## src/rtl/tlcd_divisor_sequencer_if.sv

```systemverilog
// rtl/tlcd_divisor_sequencer_if.sv - requester, quiesce and TileLink A/D bundle for the divisor sequencer
interface tlcd_divisor_sequencer_if #(
  parameter int N_REQ    = 2,
  parameter int ADDR_W   = 21,
  parameter int SOURCE_W = 11
);
  logic [N_REQ-1:0]    req_valid;
  logic [8*N_REQ-1:0]  req_divisor;
  logic [N_REQ-1:0]    req_ready;
  logic                quiesce_req;
  logic                quiesce_ack;
  logic                a_valid;
  logic                a_ready;
  logic [2:0]          a_opcode;
  logic [2:0]          a_param;
  logic [1:0]          a_size;
  logic [SOURCE_W-1:0] a_source;
  logic [ADDR_W-1:0]   a_address;
  logic [7:0]          a_mask;
  logic [63:0]         a_data;
  logic                d_valid;
  logic                d_ready;
  logic [2:0]          d_opcode;
  logic [63:0]         d_data;

  modport master (
    input  req_valid, req_divisor, quiesce_ack, a_ready, d_valid, d_opcode, d_data,
    output req_ready, quiesce_req, a_valid, a_opcode, a_param, a_size, a_source,
           a_address, a_mask, a_data, d_ready
  );

  modport slave (
    output req_valid, req_divisor, quiesce_ack, a_ready, d_valid, d_opcode, d_data,
    input  req_ready, quiesce_req, a_valid, a_opcode, a_param, a_size, a_source,
           a_address, a_mask, a_data, d_ready
  );
endinterface

```

## src/rtl/tlcd_divisor_sequencer.sv

```systemverilog
// rtl/tlcd_divisor_sequencer.sv - round-robin divisor change sequencer with quiesce, PutFull and settle window
// Optional read-back verify of the written divisor: define TLCD_SEQ_VERIFY_EN.
module tlcd_divisor_sequencer #(
  parameter int               N_REQ         = 2,
  parameter int               ADDR_W        = 21,
  parameter int               SOURCE_W      = 11,
  parameter logic [ADDR_W-1:0] DIV_REG_ADDR = '0,
  parameter int               SOURCE_ID     = 0,
  parameter int               SETTLE_CYCLES = 16
) (
  input  logic                      clock_i,
  input  logic                      reset_i,
  tlcd_divisor_sequencer_if.master  bus,
  output logic [7:0]                cur_divisor_o,
  output logic                      busy_o,
  output logic                      done_o,
  output logic [2:0]                done_id_o,
  output logic                      err_o
);

`ifdef TLCD_SEQ_VERIFY_EN
  typedef enum logic [2:0] {IDLE, QUIESCE, PUT, WAIT_D, VERIFY_A, VERIFY_D, SETTLE, RELEASE} state_e;
  logic [7:0] prev_q, prev_d;
`else
  typedef enum logic [2:0] {IDLE, QUIESCE, PUT, WAIT_D, SETTLE, RELEASE} state_e;
  logic unused_d_data;
  assign unused_d_data = ^bus.d_data;
`endif

  state_e     state_q, state_d;
  logic [2:0] rr_ptr_q, rr_ptr_d;
  logic [2:0] gid_q, gid_d;
  logic [7:0] div_q, div_d;
  logic [7:0] cur_q, cur_d;
  logic       err_q, err_d;
  logic [7:0] cnt_q, cnt_d;

  logic [N_REQ-1:0] gnt_rot;
  logic [3:0]       gnt_sum;
  logic             gnt_found;
  logic [2:0]       gnt_idx;
  logic [7:0]       gnt_div;

  // Rotating the request vector by rr_ptr turns "first valid at or after rr_ptr" into a plain priority scan.
  assign gnt_rot = N_REQ'({bus.req_valid, bus.req_valid} >> rr_ptr_q);

  always_comb begin
    gnt_found = 1'b0;
    gnt_idx   = '0;
    gnt_sum   = '0;
    gnt_div   = '0;
    for (int i = 0; i < N_REQ; i++) begin
      if (!gnt_found && gnt_rot[i]) begin
        gnt_found = 1'b1;
        gnt_sum   = {1'b0, rr_ptr_q} + 4'(i);
        if (gnt_sum >= 4'(N_REQ)) gnt_sum = gnt_sum - 4'(N_REQ);
        gnt_idx   = gnt_sum[2:0];
      end
    end
    for (int j = 0; j < N_REQ; j++) begin
      if (gnt_idx == 3'(j)) gnt_div = bus.req_divisor[8*j +: 8];
    end
  end

  always_ff @(posedge clock_i or posedge reset_i) begin
    if (reset_i) begin
      state_q  <= IDLE;
      rr_ptr_q <= '0;
      gid_q    <= '0;
      div_q    <= '0;
      cur_q    <= '0;
      err_q    <= 1'b0;
      cnt_q    <= '0;
`ifdef TLCD_SEQ_VERIFY_EN
      prev_q   <= '0;
`endif
    end else begin
      state_q  <= state_d;
      rr_ptr_q <= rr_ptr_d;
      gid_q    <= gid_d;
      div_q    <= div_d;
      cur_q    <= cur_d;
      err_q    <= err_d;
      cnt_q    <= cnt_d;
`ifdef TLCD_SEQ_VERIFY_EN
      prev_q   <= prev_d;
`endif
    end
  end

  always_comb begin
    state_d         = state_q;
    rr_ptr_d        = rr_ptr_q;
    gid_d           = gid_q;
    div_d           = div_q;
    cur_d           = cur_q;
    err_d           = err_q;
    cnt_d           = '0;
`ifdef TLCD_SEQ_VERIFY_EN
    prev_d          = prev_q;
`endif
    bus.req_ready   = '0;
    bus.quiesce_req = 1'b0;
    bus.a_valid     = 1'b0;
    bus.a_opcode    = 3'd0;
    bus.d_ready     = 1'b0;
    done_o          = 1'b0;
    case (state_q)
      IDLE: begin
        if (gnt_found) begin
          bus.req_ready = N_REQ'(1) << gnt_idx;
          div_d         = gnt_div;
          gid_d         = gnt_idx;
          err_d         = 1'b0;
          rr_ptr_d      = (gnt_idx == 3'(N_REQ - 1)) ? 3'd0 : gnt_idx + 3'd1;
          state_d       = (gnt_div == cur_q) ? RELEASE : QUIESCE;
        end
      end
      QUIESCE: begin
        bus.quiesce_req = 1'b1;
        if (bus.quiesce_ack) state_d = PUT;
      end
      PUT: begin
        bus.quiesce_req = 1'b1;
        bus.a_valid     = 1'b1;
        if (bus.a_ready) state_d = WAIT_D;
      end
      WAIT_D: begin
        bus.quiesce_req = 1'b1;
        bus.d_ready     = 1'b1;
        if (bus.d_valid) begin
          if (bus.d_opcode == 3'd0) begin
            cur_d   = div_q;
`ifdef TLCD_SEQ_VERIFY_EN
            prev_d  = cur_q;
            state_d = VERIFY_A;
`else
            state_d = SETTLE;
`endif
          end else begin
            err_d   = 1'b1;
            state_d = SETTLE;
          end
        end
      end
`ifdef TLCD_SEQ_VERIFY_EN
      VERIFY_A: begin
        bus.quiesce_req = 1'b1;
        bus.a_valid     = 1'b1;
        bus.a_opcode    = 3'd4;
        if (bus.a_ready) state_d = VERIFY_D;
      end
      VERIFY_D: begin
        bus.quiesce_req = 1'b1;
        bus.d_ready     = 1'b1;
        if (bus.d_valid) begin
          if (bus.d_opcode != 3'd1 || bus.d_data[7:0] != div_q) begin
            err_d = 1'b1;
            cur_d = prev_q;
          end
          state_d = SETTLE;
        end
      end
`endif
      SETTLE: begin
        bus.quiesce_req = 1'b1;
        if (cnt_q == 8'(SETTLE_CYCLES - 1)) state_d = RELEASE;
        else                                cnt_d   = cnt_q + 8'd1;
      end
      RELEASE: begin
        done_o  = 1'b1;
        state_d = IDLE;
      end
      default: state_d = IDLE;
    endcase
  end

  assign bus.a_param   = 3'd0;
  assign bus.a_size    = 2'd0;
  assign bus.a_source  = SOURCE_W'(SOURCE_ID);
  assign bus.a_address = DIV_REG_ADDR;
  assign bus.a_mask    = 8'h01;
  assign bus.a_data    = {56'h0, div_q};

  assign cur_divisor_o = cur_q;
  assign busy_o        = (state_q != IDLE);
  assign done_id_o     = gid_q;
  assign err_o         = err_q;

endmodule

```

## src/flat_wrapper.sv

```systemverilog
// flat-port wrapper written by rule: the top's interface ports become plain ports
module tlcd_divisor_sequencer_flat 
#(
  parameter int               N_REQ         = 2,
  parameter int               ADDR_W        = 21,
  parameter int               SOURCE_W      = 11,
  parameter logic [ADDR_W-1:0] DIV_REG_ADDR = '0,
  parameter int               SOURCE_ID     = 0,
  parameter int               SETTLE_CYCLES = 16
)
  (clock_i, reset_i, cur_divisor_o, busy_o, done_o, done_id_o, err_o, bus_req_valid, bus_req_divisor, bus_quiesce_ack, bus_a_ready, bus_d_valid, bus_d_opcode, bus_d_data, bus_req_ready, bus_quiesce_req, bus_a_valid, bus_a_opcode, bus_a_param, bus_a_size, bus_a_source, bus_a_address, bus_a_mask, bus_a_data, bus_d_ready);
  tlcd_divisor_sequencer_if #(.N_REQ(N_REQ), .ADDR_W(ADDR_W), .SOURCE_W(SOURCE_W)) bus_i ();
  input  logic clock_i;
  input  logic reset_i;
  output logic [7:0] cur_divisor_o;
  output logic busy_o;
  output logic done_o;
  output logic [2:0] done_id_o;
  output logic err_o;
  input wire logic [$bits(bus_i.req_valid)-1:0] bus_req_valid;
  input wire logic [$bits(bus_i.req_divisor)-1:0] bus_req_divisor;
  input wire logic [$bits(bus_i.quiesce_ack)-1:0] bus_quiesce_ack;
  input wire logic [$bits(bus_i.a_ready)-1:0] bus_a_ready;
  input wire logic [$bits(bus_i.d_valid)-1:0] bus_d_valid;
  input wire logic [$bits(bus_i.d_opcode)-1:0] bus_d_opcode;
  input wire logic [$bits(bus_i.d_data)-1:0] bus_d_data;
  output wire logic [$bits(bus_i.req_ready)-1:0] bus_req_ready;
  output wire logic [$bits(bus_i.quiesce_req)-1:0] bus_quiesce_req;
  output wire logic [$bits(bus_i.a_valid)-1:0] bus_a_valid;
  output wire logic [$bits(bus_i.a_opcode)-1:0] bus_a_opcode;
  output wire logic [$bits(bus_i.a_param)-1:0] bus_a_param;
  output wire logic [$bits(bus_i.a_size)-1:0] bus_a_size;
  output wire logic [$bits(bus_i.a_source)-1:0] bus_a_source;
  output wire logic [$bits(bus_i.a_address)-1:0] bus_a_address;
  output wire logic [$bits(bus_i.a_mask)-1:0] bus_a_mask;
  output wire logic [$bits(bus_i.a_data)-1:0] bus_a_data;
  output wire logic [$bits(bus_i.d_ready)-1:0] bus_d_ready;
  assign bus_i.req_valid = bus_req_valid;
  assign bus_i.req_divisor = bus_req_divisor;
  assign bus_i.quiesce_ack = bus_quiesce_ack;
  assign bus_i.a_ready = bus_a_ready;
  assign bus_i.d_valid = bus_d_valid;
  assign bus_i.d_opcode = bus_d_opcode;
  assign bus_i.d_data = bus_d_data;
  assign bus_req_ready = bus_i.req_ready;
  assign bus_quiesce_req = bus_i.quiesce_req;
  assign bus_a_valid = bus_i.a_valid;
  assign bus_a_opcode = bus_i.a_opcode;
  assign bus_a_param = bus_i.a_param;
  assign bus_a_size = bus_i.a_size;
  assign bus_a_source = bus_i.a_source;
  assign bus_a_address = bus_i.a_address;
  assign bus_a_mask = bus_i.a_mask;
  assign bus_a_data = bus_i.a_data;
  assign bus_d_ready = bus_i.d_ready;
  tlcd_divisor_sequencer #(.N_REQ(N_REQ), .ADDR_W(ADDR_W), .SOURCE_W(SOURCE_W), .DIV_REG_ADDR(DIV_REG_ADDR), .SOURCE_ID(SOURCE_ID), .SETTLE_CYCLES(SETTLE_CYCLES)) u_core (.clock_i(clock_i), .reset_i(reset_i), .bus(bus_i), .cur_divisor_o(cur_divisor_o), .busy_o(busy_o), .done_o(done_o), .done_id_o(done_id_o), .err_o(err_o));
endmodule
```

## config.mk

```make
export PLATFORM = sky130hd
export DESIGN_NAME = tlcd_divisor_sequencer_flat
export DESIGN_NICKNAME = d
export VERILOG_FILES = /design/src/rtl/tlcd_divisor_sequencer_if.sv /design/src/rtl/tlcd_divisor_sequencer.sv /design/src/flat_wrapper.sv
export SDC_FILE = /design/constraint.sdc
export NUM_CORES = 1
export LEC_CHECK = 0
export ABC_AREA = 1
export CAP_MARGIN = 20
export CORE_MARGIN = 4
export CORE_UTILIZATION = 34
export DETAILED_ROUTE_END_ITERATION = 16
export PLACE_DENSITY = 0.85
export SLEW_MARGIN = 20
export SYNTH_ARGS = -nofsm -noshare
export SYNTH_HDL_FRONTEND = slang
export SYNTH_SLANG_ARGS = --single-unit
```

## constraint.sdc

```tcl
create_clock -name clock_i -period 2.7 [get_ports clock_i]
set_clock_uncertainty 0.2 [all_clocks]
set_input_delay 0.675 -clock clock_i [delete_from_list [all_inputs] [get_ports clock_i]]
set_output_delay 0.675 -clock clock_i [all_outputs]
set_load 0.01 [all_outputs]
```

==> After elaboration in Yosys (flattened, before gate mapping) <==
Index checks and enable logic that the tools add are counted.
{ "totals": {"regBits": 34, "out_inout_bits": 131} }
{ "classes": {"n_addsub": 5, "mux": 28, "reduce_logical": 12, "shift": 2, "n_lt_le_gt_ge": 2, "n_eq_ne": 14} }
{ "ops": {"columns": ["operator", "n"], "rows": [
  ["two-way mux 3 bit", 11],
  ["two-way mux 8 bit", 4],
  ["one-hot mux 3 bit (5 select lines)", 1],
  ["zero test 3 bit", 3],
  ["two-way mux 1 bit", 9],
  ["adder 8 x 1 -> 8 bit (second input constant)", 1],
  ["== test 8 x 4 -> 1 bit (second input constant)", 1],
  ["== test 8 bit", 1],
  ["!= test 2 bit (second input constant)", 4],
  ["== test 3 x 1 -> 1 bit (second input constant)", 2],
  ["== test 3 x 2 -> 1 bit (second input constant)", 2],
  ["== test 3 bit (second input constant)", 2],
  ["subtractor 3 x 2 -> 3 bit (second input constant)", 2],
  ["AND reduction 5 bit", 1],
  ["adder 3 x 1 -> 4 bit (second input constant)", 1],
  ["greater-or-equal comparator 4 x 2 -> 1 bit (second input constant)", 1],
  ["two-way mux 2 bit", 2],
  ["!= test 2 x 1 -> 1 bit (second input constant)", 2],
  ["AND reduction 4 bit", 1],
  ["OR reduction 4 bit", 1],
  ["right shift 4 x 3 -> 2 bit", 1],
  ["adder 3 x 1 -> 3 bit (second input constant)", 1],
  ["greater-or-equal comparator 3 x 2 -> 1 bit (second input constant)", 1],
  ["AND reduction 3 bit", 1],
  ["7 further kinds", 7]
]} }

==> Logic depth before layout (Yosys ltp) <==
Gate-level depths: netlist of the first run.
{ "depth": {"depth_word": 12, "ltp_mapped": 18} }

==> Least setup slack after synthesis of the first run <==
OpenSTA, ideal clock, no wires.
{ "synth_path": {"path_type": "input -> output", "from": "input port bus_req_valid[1]", "to": "output port bus_req_ready[0]", "stages": 6, "required_time_ps": 1825, "arrival_time_ps": 1519, "path_slack_ps": 306, "path_cell_list": "inv_1 nand2_1 nand2_1 o21ai_0 nand2_1 nor3_1"} }
{ "synth_via": {"elab_chain_cells": 8} }
{ "synth_rtl": {"columns": ["element", "line_no", "rtl"], "rows": [
  ["start, declared", "flat_wrapper.sv:20", "input wire logic [$bits(bus_i.req_valid)-1:0] bus_req_valid;"],
  ["right shift 4 x 3 -> 2 bit (*)", "tlcd_divisor_sequencer.sv:45", "assign gnt_rot = N_REQ'({bus.req_valid, bus.req_valid} >> rr_ptr_q);"],
  ["two-way mux 1 bit", "tlcd_divisor_sequencer.sv:53", "if (!gnt_found && gnt_rot[i]) begin"],
  ["zero test 1 bit", "tlcd_divisor_sequencer.sv:53", null],
  ["logical AND 1 bit", "tlcd_divisor_sequencer.sv:53", null],
  ["two-way mux 3 bit", "tlcd_divisor_sequencer.sv:53", null],
  ["left shift 1 x 3 -> 2 bit", "tlcd_divisor_sequencer.sv:111", "bus.req_ready = N_REQ'(1) << gnt_idx;"],
  ["two-way mux 2 bit (*)", "tlcd_divisor_sequencer.sv:110", "if (gnt_found) begin"],
  ["two-way mux 2 bit (*)", "tlcd_divisor_sequencer.sv:108", "case (state_q)"],
  ["end, declared", "flat_wrapper.sv:27", "output wire logic [$bits(bus_i.req_ready)-1:0] bus_req_ready;"]
]} }
Mark *: on every way between the ends. The rest lies on a longest branch, timed or not.

==> Worst setup path after layout of the first run <==
{ "layout_path": {"from": "input port bus_req_valid[0]", "to": "output port bus_req_ready[0]"} }
The elaborated chain is that of the path after synthesis.

==> metrics.yaml, run 1 <==
status:
  run_status: "finished, final reports clean"
grt:
  antenna_found_initial: 0
  globalRoute.totalOverflow: 0
  grtUsageTotal: 0.120
  grt_start_max_net_pins: 35
  first_global_vias: 2127
  grt_first_pass_wirelength_um: 9580
worst_setup_path:
  timing.critical_path.required_ns: 1.82
  timing.setup.critical_path_class: "input port to output pin"
  arrival_ns: 1.77
  crit_fanout: 2
  critPathLaunchType: "input port"
  crit_path_end_kind: "output pin"
final_layout:
  diodes: 0
  ff_latch_area_sq_um: 852
  final_common_cell: "conb_1"
  most-common-layout-cells: "conb_1 (104), nand2_1 (71), clkdlybuf4s50_1 (47)"
  post_route_cells_drive_above_1_share: 0.141
  num-nets-final: 556
  area.growth.synth_to_final_pct: 23.2
  layout.filler_cells: 773
  stdcell_area_sq_um: 3410
  multiInputGateArea_sq_um: 1430
  final_cells: 563
flow_run:
  drv_cap: 0
timing:
  min_period_over_period: 0.980
  worstMarginPinSlew_ns: 0.532
  final-setup-viol-count: 0
  period_minus_slack_ns: 2.65
  maxClockFrequency_ghz: 0.378
  grt_setup_unrepaired: "true"
  tns_ns: 0
  slew_headroom: 0.645
  final-max-slew-violation-count: 0
  hold_viol_final: 0
floorplan:
  design.die.area_sq_um: 9640
  core_sq_um: 7810
  placementRows: 32
  fp.dieH_um: 98.2
  initial_core_utilization: 0.354
  num_io_pins: 221
  die_width_um: 98.2
routing:
  route.vias.total: 2314
  route.antenna.remaining_nets: 0
  route.detailed.vias_per_inst: 4.11
  wire_per_inst_um: 11.1
  first_iter_violations: 81
  drt_wl_total_um: 6250
  detail_route.drc_violations: 0
  drt-pass1-iter-count: 4
logic_synthesis:
  synthesized_instance_count: 377
  syn_avg_cell_area_sq_um: 7.33
  synthesis.yosys.warnings: 0
  synth-seq-area-share: 0.308
  postSynthRegisterBits: 34
  synth.cell_area_sq_um: 2760
  post_synth_num_cell_types: 28
clocking:
  tritoncts: "done"
  worstSkewPairLatency_ns: 0.29
  cts_root_buffer: "clkbuf_8"
  cts_buffer_depth: 2
  tritoncts_num_sinks: 34
  cts_htree_levels: 2
  numCtsBuffers: 5
  clk_pin_slew_ns: 0.06
power_and_ir_drop:
  fraction_of_power_spent_switching_nets: 0.431
  power.share.combinational: 0.627
  relative_contribution_of_the_clock_network_to_total_power: 0.128
  p_leak_nw: 1.75
  share_seq_of_total_power: 0.245
  netSwitchingPower_mw: 1.53
  cellPowerDensity_nw_per_um2: 1040
  worst_ir_drop_vdd_v: 0.000592
  cellInternalPower_mw: 2.02
place:
  port-buffer-count: 52
  post-place-cells: 546
  hpwl_um: 4810
  post_place_cell_area_sq_um: 3150
  globalplace.congestion: 0.840
worst_hold_path:
  worstHoldPathType: "flip-flop to flip-flop"
power groups by stage:
stage	Combinational, mW	Sequential [mW]	Clock, mW
finish	2.22	0.870	0.453
global route	2.49	0.902	0.489
CTS	2.02	0.866	0.464
detailed placement	1.97	0.871	0
global placement	1.90	0.864	0
floorplan	1.17	0.913	0
cells by family after synthesis:
logic type | Yosys count | synth area share
flops | 34 | 0.308
simple gates | 149 | 0.241
buf+inv | 144 | 0.337
compound gates | 41 | 0.0810
fa+ha+maj | 6 | 0.0272
other cells | 2 | 0.00272
xor+xnor | 1 | 0.00317
final timing paths:
| check | start | to | slack (ns) | cells after the start |
|---|---|---|---|---|
| worst max register to register | u_core.rr_ptr_q[0] | u_core.div_q[6] | 0.10 | 15 |
| min in group asynchronous | reset_i | u_core.cur_divisor_o[0] | 0.58 | 3 |
| worst min-delay path | u_core.cnt_q[0] | u_core.cnt_q[0] | 0.28 | 1 |
| worst max-delay path | bus_req_valid[0] | bus_req_ready[0] | 0.05 | 8 |
| worst min register to register | u_core.cnt_q[0] | u_core.cnt_q[0] | 0.28 | 1 |
| max in group asynchronous | reset_i | u_core.rr_ptr_q[1] | 1.39 | 3 |
layer usage:
layer | vias up | wire length (um) | track usage
met4 | 0 | 82 | 0.0284
li1 | 1143 | - | -
met3 | 7 | 501 | 0.0336
met1 | 1059 | 2310 | 0.135
met5 | - | 0 | 0
met2 | 105 | 3350 | 0.222
flip-flops by register name, indices dropped and copies added, names as in the netlist:
signal and flops:
u_core.done_id_o 3, u_core.rr_ptr_q 3, u_core.div_q 8, u_core.cnt_q 8, u_core.err_o 1, u_core.cur_divisor_o 8
u_core.state_q 3
worst max-delay path, cell delays in order:
cell	delay (ns)
dlygate4sd2_1	0.26
nand2_1	0.08
nand2_1	0.07
nand2_1	0.08
o21ai_1	0.14
nand2_2	0.12
nor3_4	0.19
buf_2	0.15
through the flow:
step,setup slack (ns),power [mW],utilization,hold slack (ns)
6_report,0.0531,3.55,0.436,0.275
5_1_grt,-0.0554,3.88,0.436,0.316
4_1_cts,0.00463,3.35,0.423,0.271
3_5_place_dp,-0.731,2.84,0.404,0.262
3_3_place_gp,-0.683,2.77,0.404,0.246
2_1_floorplan,0.306,2.08,-,0.231
layout make-up:
type	instances	area share
multi-input cells	301	0.420
flip-flops and latches	34	0.250
repair buffers	81	0.221
inverters	37	0.0408
well taps	102	0.0375
clock buffers	7	0.0224
clock inverters	1	0.00882
synthesized netlist by cell type:
library cell	count	area, sq um
a211oi_1	1	7.51
a21oi_1	10	50.1
a31oi_1	3	18.8
and3_1	2	12.5
buf_4	104	781
clkbuf_1	3	11.3
conb_1	2	7.51
dfrtp_1	34	851
ha_1	6	75.1
inv_1	36	135
inv_2	1	3.75
nand2_1	80	300
nand2_2	2	12.5
nand2_4	1	11.3
nand3_1	7	35.0
nand3_2	2	20.0
nand3b_1	6	45.0
nand4_1	3	18.8
nor2_1	29	109
nor2_2	3	18.8
nor2_4	2	22.5
nor3_1	11	55.1
o211ai_1	2	15.0
o21ai_0	21	105
o21bai_1	2	15.0
o22ai_1	2	12.5
or3_1	1	6.26
xor2_1	1	8.76
repair_timing:
item | in CTS | in global routing
resized for setup | 17 | 17
endpoints found under the setup margin | 4 | 4
pin swaps | 3 | 5
setup buffers | 5 | 4
hold buffers | 0 | 0
Power figures use the tool's default switching activity.
==> run 2: changes to the inputs <==
SLEW_MARGIN = not set   (was 20)
==> results of run 2 <==
Final layout, timing and power as in run 1 (identical DEF).
